**src/rtl/cycle_pkg.sv**
```systemverilog
// Shared types and opcode decode for the 4004 instruction-cycle sequencer.
// Optional stop/stall support is enabled by defining CYCLE_TIMING_STOP_EN.
package cycle_pkg;

    typedef enum logic [3:0] {
        PH_IDLE,
        PH_A1,
        PH_A2,
        PH_A3,
        PH_M1,
        PH_M2,
        PH_X1,
        PH_X2,
        PH_X3
    } phase_t;

    typedef enum logic [1:0] {
        CT_FIRST,
        CT_OPERAND,
        CT_FIN
    } ctype_t;

    localparam logic [3:0] OPR_JCN     = 4'b0001;
    localparam logic [2:0] OPR_FIM_FIN = 3'b001;
    localparam logic [3:0] OPR_JUN     = 4'b0100;
    localparam logic [3:0] OPR_JMS     = 4'b0101;
    localparam logic [3:0] OPR_ISZ     = 4'b0111;

    // FIM shares OPR 0010 with SRC; only the even OPA form has an operand
    function automatic logic is_two_word(
        input logic [3:0] opr,
        input logic       opa0
    );
        logic fim;
        fim = (opr[3:1] == OPR_FIM_FIN) && !opr[0] && !opa0;
        return (opr == OPR_JCN) || (opr == OPR_JUN) ||
               (opr == OPR_JMS) || (opr == OPR_ISZ) || fim;
    endfunction

    function automatic logic is_fin(
        input logic [3:0] opr,
        input logic       opa0
    );
        return (opr[3:1] == OPR_FIM_FIN) && opr[0] && !opa0;
    endfunction

endpackage

```
**src/rtl/cycle_phase_ring.sv**
```systemverilog
// Nine-state phase counter (IDLE, A1..X3) with one-hot strobe decode.
// The hold input keeps the ring parked in X3 (stop/stall support).
module cycle_phase_ring
    import cycle_pkg::*;
(
    input  logic       clk,
    input  logic       rst,
    input  logic       hold,
    output phase_t     phase,
    output logic [7:0] strobe
);

    phase_t state;
    phase_t state_next;

    always_ff @(posedge clk or posedge rst) begin
        if (rst) state <= PH_IDLE;
        else     state <= state_next;
    end

    always_comb begin
        state_next = state;
        strobe     = 8'h00;
        unique case (state)
            PH_IDLE: state_next = PH_A1;
            PH_A1: begin
                state_next = PH_A2;
                strobe     = 8'h80;
            end
            PH_A2: begin
                state_next = PH_A3;
                strobe     = 8'h40;
            end
            PH_A3: begin
                state_next = PH_M1;
                strobe     = 8'h20;
            end
            PH_M1: begin
                state_next = PH_M2;
                strobe     = 8'h10;
            end
            PH_M2: begin
                state_next = PH_X1;
                strobe     = 8'h08;
            end
            PH_X1: begin
                state_next = PH_X2;
                strobe     = 8'h04;
            end
            PH_X2: begin
                state_next = PH_X3;
                strobe     = 8'h02;
            end
            PH_X3: begin
                state_next = hold ? PH_X3 : PH_A1;
                strobe     = 8'h01;
            end
            default: state_next = PH_IDLE;
        endcase
    end

    assign phase = state;

endmodule

```
**src/rtl/cycle_timing.sv**
```systemverilog
// 4004 instruction-cycle sequencer: phase strobes, word latches, cycle type.
// Define CYCLE_TIMING_STOP_EN to add the stop_req stall input.
module cycle_timing
    import cycle_pkg::*;
(
`ifdef CYCLE_TIMING_STOP_EN
    input  logic       stop_req,
`endif
    input  logic       CLK,
    input  logic       RES,
    input  logic [3:0] DATA_I,
    output logic       SYNC,
    output logic       A1,
    output logic       A2,
    output logic       A3,
    output logic       M1,
    output logic       M2,
    output logic       X1,
    output logic       X2,
    output logic       X3,
    output logic [7:0] opropa0,
    output logic [7:0] opropa1,
    output logic       second_word,
    output logic       fin_cycle,
    output logic       instr_valid
);

    phase_t     phase;
    logic [7:0] strobe;
    logic       hold;
    logic       advance;
    logic       two_word;
    logic       fin_op;
    ctype_t     ctype;
    ctype_t     ctype_next;

`ifdef CYCLE_TIMING_STOP_EN
    assign hold = stop_req;
`else
    assign hold = 1'b0;
`endif

    cycle_phase_ring u_ring (
        .clk    (CLK),
        .rst    (RES),
        .hold   (hold),
        .phase  (phase),
        .strobe (strobe)
    );

    assign {A1, A2, A3, M1, M2, X1, X2, X3} = strobe;
    assign SYNC = X3;

    assign two_word = is_two_word(opropa0[7:4], opropa0[0]);
    assign fin_op   = is_fin(opropa0[7:4], opropa0[0]);

    // type only moves on the X3->A1 edge, so a stall defers it
    assign advance = (phase == PH_X3) && !hold;

    always_comb begin
        ctype_next = ctype;
        if (advance) begin
            unique case (ctype)
                CT_FIRST: begin
                    if (two_word)    ctype_next = CT_OPERAND;
                    else if (fin_op) ctype_next = CT_FIN;
                    else             ctype_next = CT_FIRST;
                end
                default: ctype_next = CT_FIRST;
            endcase
        end
    end

    always_ff @(posedge CLK or posedge RES) begin
        if (RES) ctype <= CT_FIRST;
        else     ctype <= ctype_next;
    end

    // FIN cycles route DATA_I to the register pair, so neither latch loads
    always_ff @(posedge CLK or posedge RES) begin
        if (RES) begin
            opropa0 <= 8'h00;
            opropa1 <= 8'h00;
        end else begin
            if (ctype == CT_FIRST) begin
                if (phase == PH_M1) opropa0[7:4] <= DATA_I;
                if (phase == PH_M2) opropa0[3:0] <= DATA_I;
            end
            if (ctype == CT_OPERAND) begin
                if (phase == PH_M1) opropa1[7:4] <= DATA_I;
                if (phase == PH_M2) opropa1[3:0] <= DATA_I;
            end
        end
    end

    assign second_word = (ctype == CT_OPERAND);
    assign fin_cycle   = (ctype == CT_FIN);

    assign instr_valid = (phase == PH_X1) &&
                         (((ctype == CT_FIRST) && !two_word) ||
                          (ctype == CT_OPERAND));

endmodule
```
**config.mk**
```make
export PLATFORM = sky130hd
export DESIGN_NAME = cycle_timing
export DESIGN_NICKNAME = d
export VERILOG_FILES = /design/src/rtl/cycle_pkg.sv /design/src/rtl/cycle_phase_ring.sv /design/src/rtl/cycle_timing.sv
export SDC_FILE = /design/constraint.sdc
export NUM_CORES = 1
export LEC_CHECK = 0
export CAP_MARGIN = 40
export CORE_ASPECT_RATIO = 1.2
export CORE_MARGIN = 1
export CORE_UTILIZATION = 38
export DETAILED_ROUTE_END_ITERATION = 10
export DONT_BUFFER_PORTS = 1
export GPL_TIMING_DRIVEN = 0
export MAX_ROUTING_LAYER = met4
export PLACE_DENSITY = 0.51
export SLEW_MARGIN = 20
export SYNTH_ARGS = -nofsm -noshare
export SYNTH_HDL_FRONTEND = slang
export SYNTH_SLANG_ARGS = --single-unit
```
**constraint.sdc**
```tcl
create_clock -name CLK -period 2.25 [get_ports CLK]
set_input_delay 0.225 -clock CLK [delete_from_list [all_inputs] [get_ports CLK]]
set_output_delay 0.225 -clock CLK [all_outputs]
set_load 0.01 [all_outputs]
```
==> results.md <==
- Status: finished, final reports clean
- Worst-Margin Slew: about 730 ps
- Leakage power: 0.487 nW
- Most frequent cells in the layout: 22 x dfrtp_1, 16 x mux2_2, 7 x nand2_1, 6 x nor2_1, 4 x nor3_1
- Cell Area, Placed: approximately 1100 µm²
- Comb pwr share: 0.138
- Die W: slightly below 50 µm
- Worst Hold Endpoint: opropa0[7]
- #FFs+latches synth: 22
- Hold Crit Class: input pin to register
- Worst VDD drop: around 0.00058 V
- Post-layout util: 0.474
- Clock buffer count from CTS: 3
- Wire per inst: 16.0 µm
- Vias in the first global route: 608
- Max-slew violations: 0
- Post_cts resized: 0
- Max Freq: 0.498 GHz
- Switching share of power: 0.291
- # IOs: 34
- Fin cells: 118
- Fraction of layout cells with a size suffix above 1: 0.322
- Post-route ant nets: 0
- Part of the power in registers: 0.584
- Final net count: 94
- Initial Utilization: 0.418
- Initial antenna violation count: 0
- Clk pwr share: 0.277
- R2R cell count: 5
- Largest net degree at the start of global routing: 18
- Post-Layout Inst Area: 1130 µm²
- DR iter-0 viols: 9
- DP HPWL: 1380 µm
- R2r startpoint: u_ring.phase[3]
- Number of core rows: 19
- Remaining global-route overflow: 0
- CTS max path bufs: 2
- Number of clock sinks: 22
- Critical path type: register to register
- Clock Latency Late Sink: roughly 310 ps
- Seq/Total Area, Yosys: 0.554
- Total negative slack: 0 ps
- CP peak stage delay: 680 ps
- Sw Pwr: about 0.31 mW
- Count of final setup violators: 0
- Die Ht: 58.0 µm
- GP Congestion: about 0.75
- GRT Util Overall: 0.154
- Unique cell type count in the Yosys netlist: 23
- Critical path, cell by cell: buf_2 -> nor4b_1 -> clkbuf_1 -> nand2_1 -> mux2_2
- Post-synthesis instance total: 80
- 1st-pass router iterations: 4
- Post-synth net total: 86
- Power Density: 960 nW/µm²
- Fillers: 242
- CP required: between 2000 and 2500 ps
- Setup crit end kind: register
- Root Driver: clkbuf_4
- R2R Setup Slk: 240 ps
- Synth warnings: 0
- Post-Syn Area per Cell: 12.4 µm²
- Most common cell after layout, fill and taps aside: dfrtp_1
- Arrival time at the worst endpoint: 2220 ps
- Clock transition at path regs: 120 ps
- Fin crit period: about 2000 ps
- Cell count after placement: 112
- Synthesis-to-layout area growth: 13.4%
- Slew margin rel.: 0.509
- Worst reg2reg endpoint: opropa1[4]
- Hold Startpoint: DATA_I[3]
- Post-route DRC: 0
- DIE AREA: 2820 µm²
- Final Skew: 1.06 ps
- Critical path peak fanout: 10
- Mapped Area: 993 µm²
- Post-Route WL: 1890 µm
- Vias per cell: around 5.3
- TritonCTS clock tree: built
- Crit-path slowest cell: nor4b_1
- Max-cap violations: 0
- DR vias: 626
- Crit path launch type: register
- Number of H-tree levels: 1
- Hold path depth: 1
- Final critical-path share of the clock period: 0.893
- Power, Total: 1.08 mW
- First-pass GRT wire length: 3080 µm
- Unrepaired setup endpoints after global routing: false
- IO buf count: 0
- Hold Fails Final Rpt: 0
- CORE AREA: 2380 µm²
- Int Pwr: 0.767 mW
- Number of diodes: 0
-- power by group through the flow --
stage          clock network, mW  registers, mW  logic [mW]
6_report                   0.300          0.632       0.150
4_1_cts                    0.308          0.633       0.152
2_1_floorplan                  0          0.613       0.128
3_3_place_gp                   0          0.636       0.138
3_5_place_dp                   0          0.641       0.150
5_1_grt                    0.328          0.643       0.166
-- critical path: cells and delay by family (launching register included) --
family	cells	cell delay, ps
DFF	1	370
buffers and inverters	2	360
muxes	1	330
and+or+nand+nor	2	850
-- how the worst max path moves through the flow --
stage,start,endpoint,cells after the start
finish,u_ring.phase[3],opropa1[4],5
global placement,u_ring.phase[3],opropa1[6],4
floorplan,u_ring.phase[3],opropa0[4],4
detailed placement,u_ring.phase[3],opropa1[4],4
global route,u_ring.phase[3],opropa1[4],5
CTS,u_ring.phase[3],opropa1[4],4
-- repair_timing --
item	4_1_cts	5_1_grt
hold endpoints to repair	5	0
endpoints found under the setup margin	0	0
hold buffers	1	0
setup buffers	0	0
-- registers in the layout, summed over array words and instances (netlist names) --
register,flops
ctype,2
u_ring.phase,4
opropa1,8
opropa0,8
-- layout make-up --
type,instances,area [µm²],area share
sequential,22,551,0.489
multi-input combinational,52,408,0.362
inverter,3,11.3,0.0100
buffer,3,23.8,0.0211
tap,31,38.8,0.0344
timing repair buffer,3,41.3,0.0367
clock inverter,1,30.0,0.0267
clock buffer,3,22.5,0.0200
-- cells in the mapped netlist --
cell,instances,area [µm²]
inv_1,3,11.3
a211oi_1,1,7.51
o21a_1,1,7.51
or2b_1,1,7.51
o21ai_1,1,5.00
or4_4,1,11.3
buf_2,1,5.00
buf_6,1,11.3
nor3_1,4,20.0
buf_4,1,7.51
and4bb_2,1,12.5
mux2_2,16,180
dfrtp_1,22,551
a21oi_1,1,5.00
o31a_1,1,8.76
or4b_4,1,13.8
nand2b_1,3,18.8
nand2_1,7,26.3
o41ai_2,1,16.3
nor2_1,6,22.5
nor4b_1,2,17.5
nor2b_1,3,18.8
xor2_1,1,8.76
-- logic make-up after synthesis --
kind of cell	after synthesis	synth area share
compound gates	6	0.0504
xor+xnor	1	0.00882
buf+inv	6	0.0353
flops	22	0.554
mux	16	0.181
simple gates	29	0.170
-- per-stage QoR --
stage	hold slack, ps	setup WS (ps)
global route	29.0	143
detailed placement	87.9	111
CTS	45.9	88.7
finish	56.2	241
global placement	323	118
floorplan	214	449
-- metal layers --
layer | GRT usage | part of all wire | up-vias
li1 | - | - | 293
met1 | 0.214 | 0.48 | 307
met2 | 0.208 | 0.44 | 22
met3 | 0.0236 | 0.050 | 4
met4 | 0.101 | 0.027 | 0
met5 | - | 0 | -
(Power assumes the default switching activity.)
